--- src/rtl/simon_iter_core.sv ---
// Iterative Simon block cipher engine: one round per clock. The key window is updated
// on the fly (forward for encrypt, reverse for decrypt), so both modes share one round datapath.
module simon_iter_core #(
    parameter int          N     = 16,
    parameter int          M     = 4,
    parameter int          T     = 32,
    parameter logic [61:0] Z_SEQ = 62'h3E8958737D12B0E6
) (
    input  logic           clk,
    input  logic           rst,
    input  logic           in_valid,
    output logic           in_ready,
    input  logic           in_decrypt,
    input  logic [N-1:0]   in_low,
    input  logic [N-1:0]   in_high,
    input  logic [N*M-1:0] in_key,
    output logic           out_valid,
    input  logic           out_ready,
    output logic [N-1:0]   out_low,
    output logic [N-1:0]   out_high
);
    localparam int            CW       = $clog2(T + 1);
    localparam logic [CW-1:0] LAST_RND = CW'(T - 1);
    localparam logic [CW-1:0] LAST_FWD = CW'(T - M - 1);
    localparam logic [N-1:0]  RC       = N'(3);

    typedef enum logic [1:0] {IDLE, KEYFWD, ROUND, DONE} state_t;

    state_t         state, state_nxt;
    logic [CW-1:0]  cnt;
    logic [5:0]     zidx, zidx_inc, zidx_dec;
    logic           dec;
    logic [N-1:0]   l_r, h_r, l_nxt, rk;
    logic [N-1:0]   kw [M];
    logic [N-1:0]   t_fwd0, t_rev0, t_fwd, t_rev, k_fwd, k_rev;
    logic [N-1:0]   z_fwd, z_rev;
    logic           accept, cnt_last;

    function automatic logic [N-1:0] rol(input logic [N-1:0] x, input int s);
        return (x << s) | (x >> (N - s));
    endfunction

    function automatic logic [N-1:0] ror(input logic [N-1:0] x, input int s);
        return rol(x, N - s);
    endfunction

    function automatic logic [N-1:0] simon_f(input logic [N-1:0] x);
        return (rol(x, 1) & rol(x, 8)) ^ rol(x, 2);
    endfunction

    assign in_ready  = (state == IDLE);
    assign out_valid = (state == DONE);
    assign accept    = in_ready && in_valid;
    assign cnt_last  = (state == KEYFWD) ? (cnt == LAST_FWD) : (cnt == LAST_RND);

    // z index walks the 62-entry sequence in either direction, wrapping explicitly at 61/0
    assign zidx_inc = (zidx == 6'd61) ? 6'd0  : zidx + 6'd1;
    assign zidx_dec = (zidx == 6'd0)  ? 6'd61 : zidx - 6'd1;
    assign z_fwd    = {{(N-1){1'b0}}, Z_SEQ[6'd61 - zidx]};
    assign z_rev    = {{(N-1){1'b0}}, Z_SEQ[6'd61 - zidx_dec]};

    generate
        if (M == 4) begin : g_m4
            assign t_fwd0 = ror(kw[M-1], 3) ^ kw[1];
            assign t_rev0 = ror(kw[M-2], 3) ^ kw[0];
        end else begin : g_m23
            assign t_fwd0 = ror(kw[M-1], 3);
            assign t_rev0 = ror(kw[M-2], 3);
        end
    endgenerate

    assign t_fwd = t_fwd0 ^ ror(t_fwd0, 1);
    assign t_rev = t_rev0 ^ ror(t_rev0, 1);
    assign k_fwd = ~kw[0] ^ t_fwd ^ z_fwd ^ RC;
    assign k_rev = ~(kw[M-1] ^ t_rev ^ z_rev ^ RC);

    // Decrypt runs the same round on swapped words, consuming keys from the window top
    assign rk    = dec ? kw[M-1] : kw[0];
    assign l_nxt = h_r ^ simon_f(l_r) ^ rk;

    always_ff @(posedge clk or posedge rst) begin
        if (rst) begin
            state <= IDLE;
        end else begin
            state <= state_nxt;
        end
    end

    always_comb begin
        state_nxt = state;
        case (state)
            IDLE:    if (in_valid) state_nxt = in_decrypt ? KEYFWD : ROUND;
            KEYFWD:  if (cnt_last) state_nxt = ROUND;
            ROUND:   if (cnt_last) state_nxt = DONE;
            DONE:    if (out_ready) state_nxt = IDLE;
            default: state_nxt = IDLE;
        endcase
    end

    always_ff @(posedge clk or posedge rst) begin
        if (rst) begin
            cnt      <= '0;
            zidx     <= '0;
            dec      <= 1'b0;
            out_low  <= '0;
            out_high <= '0;
        end else begin
            case (state)
                IDLE: begin
                    if (in_valid) begin
                        cnt  <= '0;
                        zidx <= '0;
                        dec  <= in_decrypt;
                    end
                end
                KEYFWD: begin
                    cnt  <= cnt_last ? '0 : cnt + 1'b1;
                    zidx <= zidx_inc;
                end
                ROUND: begin
                    cnt  <= cnt_last ? '0 : cnt + 1'b1;
                    zidx <= dec ? zidx_dec : zidx_inc;
                    if (cnt_last) begin
                        out_low  <= dec ? l_r : l_nxt;
                        out_high <= dec ? l_nxt : l_r;
                    end
                end
                default: ;
            endcase
        end
    end

    // Data words and key window carry no reset; they are always reloaded at accept
    always_ff @(posedge clk) begin
        if (accept) begin
            l_r <= in_decrypt ? in_high : in_low;
            h_r <= in_decrypt ? in_low : in_high;
            for (int i = 0; i < M; i++) kw[i] <= in_key[N*i +: N];
        end else if (state == KEYFWD || (state == ROUND && !dec)) begin
            if (state == ROUND) begin
                l_r <= l_nxt;
                h_r <= l_r;
            end
            for (int i = 0; i < M - 1; i++) kw[i] <= kw[i+1];
            kw[M-1] <= k_fwd;
        end else if (state == ROUND) begin
            l_r <= l_nxt;
            h_r <= l_r;
            for (int i = 1; i < M; i++) kw[i] <= kw[i-1];
            kw[0] <= k_rev;
        end
    end

endmodule
--- config.mk ---
export PLATFORM = sky130hd
export DESIGN_NAME = simon_iter_core
export DESIGN_NICKNAME = d
export VERILOG_FILES = /design/src/rtl/simon_iter_core.sv
export SDC_FILE = /design/constraint.sdc
export NUM_CORES = 1
export LEC_CHECK = 0
export ABC_AREA = 1
export BUFFER_PORTS_ARGS = -buffer_cell sky130_fd_sc_hd__buf_2
export CAP_MARGIN = 20
export CORE_AREA = 2 2 140 142
export CTS_CLUSTER_DIAMETER = 60
export DETAILED_ROUTE_END_ITERATION = 10
export DIE_AREA = 0 0 142 144
export GPL_TIMING_DRIVEN = 0
export PLACE_DENSITY_LB_ADDON = 0.08
export SETUP_SLACK_MARGIN = 0.5
export SLEW_MARGIN = 20
export SYNTH_ARGS = -nofsm -noshare
export SYNTH_HDL_FRONTEND = slang
export SYNTH_SLANG_ARGS = --single-unit
--- constraint.sdc ---
create_clock -name clk -period 6.1 [get_ports clk]
set_input_delay 0.305 -clock clk [delete_from_list [all_inputs] [get_ports clk]]
set_output_delay 0.305 -clock clk [all_outputs]
set_load 0.005 [all_outputs]
* Word-level counts from Yosys, hierarchy flattened
Memory sizes are Yosys's and may differ from the RTL's.
Index checks and enable logic that the tools add are counted.
** Storage, ports and cells
- RAM bits :: 64
- Output and inout port bits :: 34
- Word-level logic and storage cells :: 116
- Memories :: 3
- Register bits after elaboration :: 79
- Memory bits (read-only) :: 128
** Operators by class
- $lt $le $gt $ge :: 2
- Equality and inequality tests :: 10
- Mux-type cells :: 42
- Bitwise logic cells :: 31
- Reductions and logical operators :: 15
- Add/subtract/negate cells :: 5
** Memory list
- (no name shown) :: depth 64, width 1, read ports 1, clocked after Yosys merged registers in 0, wr ports 0, RTL line 60 : assign z_rev = {{(N-1){1'b0}}, Z_SEQ[6'd61 - zidx_dec]};
- (no name shown) :: depth 64, width 1, read ports 1, clocked after Yosys merged registers in 0, wr ports 0, RTL line 59 : assign z_fwd = {{(N-1){1'b0}}, Z_SEQ[6'd61 - zidx]};
- kw :: depth 4, width 16, read ports 4, clocked after Yosys merged registers in 0, wr ports 4, RTL line 34 : logic [N-1:0] kw [M];
** Operators with widths (count)
- 2-to-1 mux 16 bit :: 17
- XOR 16 bit :: 9
- NOT 16 bit :: 2
- bitwise OR 16 x 13 -> 16 bit :: 2
- bitwise OR 16 x 15 -> 16 bit :: 2
- XOR 16 x 1 -> 16 bit :: 2
- 2-to-1 mux 6 bit :: 5
- one-hot mux 6 bit (3 select lines) :: 1
- AND 16 bit :: 1
- bitwise OR 16 x 1 -> 16 bit :: 1
- bitwise OR 16 x 2 -> 16 bit :: 1
- bitwise OR 16 x 8 -> 16 bit :: 1
- less-than comparator 6 x 7 -> 1 bit, second input constant :: 2
- adder 6 x 1 -> 6 bit, second input constant :: 2
- equality test 6 x 5 -> 1 bit, second input constant :: 2
- 2-to-1 mux 1 bit :: 12
- one-hot mux 6 bit (2 select lines) :: 1
- subtractor 6 bit, first input constant :: 2
- 2-to-1 mux 2 bit :: 5
- bitwise OR 1 bit :: 8
- one-hot mux 2 bit (4 select lines) :: 1
- AND reduction 2 bit :: 4
- equality test 6 bit, second input constant :: 1
- zero test 6 bit :: 1
- 14 further kinds :: 20

* Logic depth before layout (Yosys ltp)
An unclocked memory read counts as a cell.
- Depth after elaboration :: 10
- Depth in mapped cells :: 19

* Least setup slack after synthesis
OpenSTA, ideal clock, no wires.
- Path kind :: reg2reg
- Start point :: register zidx[0]
- End point :: memory kw[0][0], data pin
- Data arrival time :: 2.474 ns
- Setup slack :: 3.369 ns
- Stages on the path, launching flop included :: 18
- Library setup time :: 0.257 ns
- Period minus slack after synthesis :: 2.731 ns
- Data required time :: 5.843 ns
- Buffers on the path :: 1
- Cells stage by stage :: dfrtp_1 > clkbuf_2 > inv_1 > ha_1 > nand3_2 > nand2_1 > inv_1 > ha_1 > inv_1 > or2_2 > nand2_1 > nand3_1 > nand2_1 > nand2_1 > nand3_1 > nand3_1 > nand3_1 > nand2_1
** RTL lines
- start, declared :: RTL line 31 : logic [5:0] zidx, zidx_inc, zidx_dec;
- start signal, assigned :: RTL line 118 : zidx <= zidx_inc;
- start signal, assigned :: RTL line 122 : zidx <= dec ? zidx_dec : zidx_inc;
- end, declared :: RTL line 34

==> flow_summary.toml <==
[logic_synthesis]
synth_top_family_by_area = "compound AO/OA/AOI/OAI gates"
synth-seq-area-share_pct = 43.52
syn_area_per_cell_um2 = 8.456
yosysTopAreaCellShare_pct = 30.91
synthAdderAreaFrac_pct = 2.951
synth.area.top_cells = "edfxtp_1 (31%), dfrtp_1 (13%), o21ai_0 (7.5%)"
synth-simple-area-share_pct = 14.23
synth_mux_area_share_pct = 0.1073
synth_edf_count = 96
async_flop_share_pct = 32.87
yosys.area_share.xor_xnor_pct = 13.15
syn_nets = 1226
yosysMostFrequentCell = "nand2_1"
synth_area_leader_cell = "edfxtp_1"
yosysWarnings = 0
ys_types = 38
synth-seq-cells = 143
synth_cells = 1103
synth_compound_area_share_pct = 20.42
dominantRegCellSynth = "edfxtp_1"
netlist_area_mm2 = 0.009326
synth_top_cells_by_count = "nand2_1 (177), o21ai_0 (139), a21oi_1 (108)"

[timing]
fin_worst_skew_ns = 0.01157
finalHoldViolCount = 0
fmax_mhz = 309.8
fin_crit_ns = 3.228
worst_slew_pin_slew_ns = 0.9689
slew_violations = 0
final.setup.tns_ns = 0
max-slew-margin-rel_pct = 35.25
fin_crit_sh_pct = 52.91
hold_ws_ns = 0.1795
rsz0062_at_grt = "no"
setup_violations = 0
fin_ws_ns = 2.872

[global_routing]
grt_pass1_vias = 8282
grt_use_total_pct = 30.26
antenna_found_initial = 0
grt_max_degree = 33
grt_overflow = 0
grt_pass1_wl_mm = 46.44

[drt]
avgViaCountPerCell = 5.770
ant_nets = 0
drc = 0
wl_per_cell_um = 20.31
drt_wl_total_mm = 30.67
first_iter_violations = 781
vias = 8712
dr.pass1.iters = 5

[cts]
ctsResizeCount = 0
cts_buffers = 17
clock-root-buffer = "clkbuf_16"
cts_tree = "yes"
cts_setup_buffers = 0
hold_buffers = 1
insertion_delay_ns = 0.43
h-tree-depth = 4
clkTransAtPathRegs_ns = 0.07
cts_sinks = 143
cts.path.max_buffers = 2

[floorplan]
num_rows = 51
start_util_pct = 48.88
dieWidth_um = 142
core_mm2 = 0.01908
die_h_um = 144
io-pin-count = 135
die_area_mm2 = 0.02045

[critical_path]
path_cells = "clkbuf_2 > inv_1 > ha_1 > nand3_2 > inv_1 > nor2_1 > inv_1 > ha_1 > inv_1 > or2_2 > nand2_1 > nand3_1 > nand2_1 > nand2_1 > nand3_1 > nand3_1 > nand3_1 > nand2_1"
criticalPathCategory = "reg2reg"
crit_path_start_kind = "register"
critPathRequiredTime_ns = 6.29
endpoint_kind = "register"
worstRegToRegCells = 18
cp_max_fo = 10
critPathMaxStageDelay_ns = 0.44
cp.arrival_ns = 3.41
slowest_stage = "dfrtp_1"

[pwr]
power.total_mw = 8.078
vdd_drop_max_mv = 0.3035
power.density_mw_per_mm2 = 734.4
leakage_nw = 4.681

[status]
status = "completed"

[placement]
place_hpwl_mm = 22.57
place_congestion = 0.9170
port_buffers = 134
dpl_worst_slack_ns = 2.893
place_area_mm2 = 0.01034

[flow_run]
maxCapViolCount = 0

[final_layout]
fillers = 1767
num-nets-final = 1382
final_cell_area_mm2 = 0.01100
area_growth_pct = 17.94
layout-drive-gt1-share_pct = 16.12
antenna_cells = 0

[hold_path]
holdPathStages = 3
hold_path.class = "in2reg"
-- stage by stage --
stage | cells | utilization (%)
finish | 1510 | 57.65
global route | 1510 | 57.65
CTS | 1510 | 57.65
detailed placement | 1477 | 54.18
global placement | 1475 | 53.96
floorplan | 1103 | -
-- state kept, by name (all words and copies together), names as in the netlist --
register	count
l_r	16
state	2
kw	64
zidx	6
out_low	16
h_r	16
out_high	16
dec	1
cnt	6
-- cell type report --
| class | instances | area (um2) | share of cell area (%) |
|---|---|---|---|
| clock inverters | 10 | 101.3 | 0.9214 |
| flip-flops and latches | 143 | 4059 | 36.90 |
| inverters | 70 | 262.8 | 2.389 |
| multi-input cells | 833 | 4746 | 43.15 |
| clock buffers | 22 | 550.5 | 5.005 |
| well taps | 238 | 297.8 | 2.707 |
| plain buffers | 57 | 261.5 | 2.377 |
| repair buffers | 137 | 720.7 | 6.552 |
-- logic make-up (layout without fill, tap and decap cells) --
kind of cell | count (synthesis) | after routing
flip-flops | 143 | 143
XOR/XNOR | 140 | 140
buffers and inverters | 127 | 296
AND/OR/NAND/NOR | 323 | 323
multiplexers | 1 | 1
AO/OA/AOI/OAI | 347 | 347
adder cells (fa/ha/maj) | 22 | 22
-- worst max-delay path: cells and delay by family, from the launching register on --
kind                       cells  cell delay (ns)
buffers and inverters          5             0.72
adders and majority gates      2             0.64
DFF                            1             0.44
and+or+nand+nor               11             1.21
-- layout by cell type (no fill, tap or decap), types with 4 or more instances in the layout --
master / netlist / layout
dfrtp_1: 47 / 47
o22ai_1: 40 / 40
buf_6: 4 / 4
xor2_1: 72 / 72
ha_1: 22 / 22
o21a_1: 22 / 22
buf_1: 5 / 5
nand3_1: 29 / 29
o21ai_1: 10 / 10
inv_1: 62 / 61
a21oi_1: 108 / 108
clkbuf_16: 0 / 22
a31oi_1: 8 / 8
xnor2_1: 68 / 68
nand2_1: 177 / 176
o21ai_0: 139 / 139
clkbuf_1: 34 / 34
a22oi_1: 4 / 4
o211ai_1: 13 / 13
buf_2: 13 / 147
inv_2: 5 / 6
edfxtp_1: 96 / 96
nor2_1: 96 / 96
-- power by group --
group / switching, mW / internal [mW] / total [mW] / leakage [nW]
logic: 3.02 / 1.61 / 4.64 / 2.78
clock network: 0.457 / 0.691 / 1.15 / 0.325
registers: 0.499 / 1.79 / 2.29 / 1.58
total: 3.98 / 4.10 / 8.08 / 4.68
-- per-layer routing --
metal / global-route usage [%] / part of all wire, % / vias to the layer above
met1: 39.28 / 40 / 4084
li1: - / - / 4116
met3: 5.629 / 8.9 / 66
met2: 50.50 / 47 / 446
met5: 0 / 0 / -
met4: 11.53 / 3.4 / 0
-- path summary, 6_finish.rpt --
check / start / end / slack (ns)
max: zidx[0] / kw[0][0] / 2.87
min: in_key[7] / kw[0][7] / 0.18
max reg2reg: zidx[0] / kw[0][0] / 2.87
min reg2reg: out_high[14] / out_high[14] / 0.49
max in group asynchronous: rst / cnt[4] / 5.18
min in group asynchronous: rst / out_high[4] / 0.41
Power figures use the tool's default switching activity.
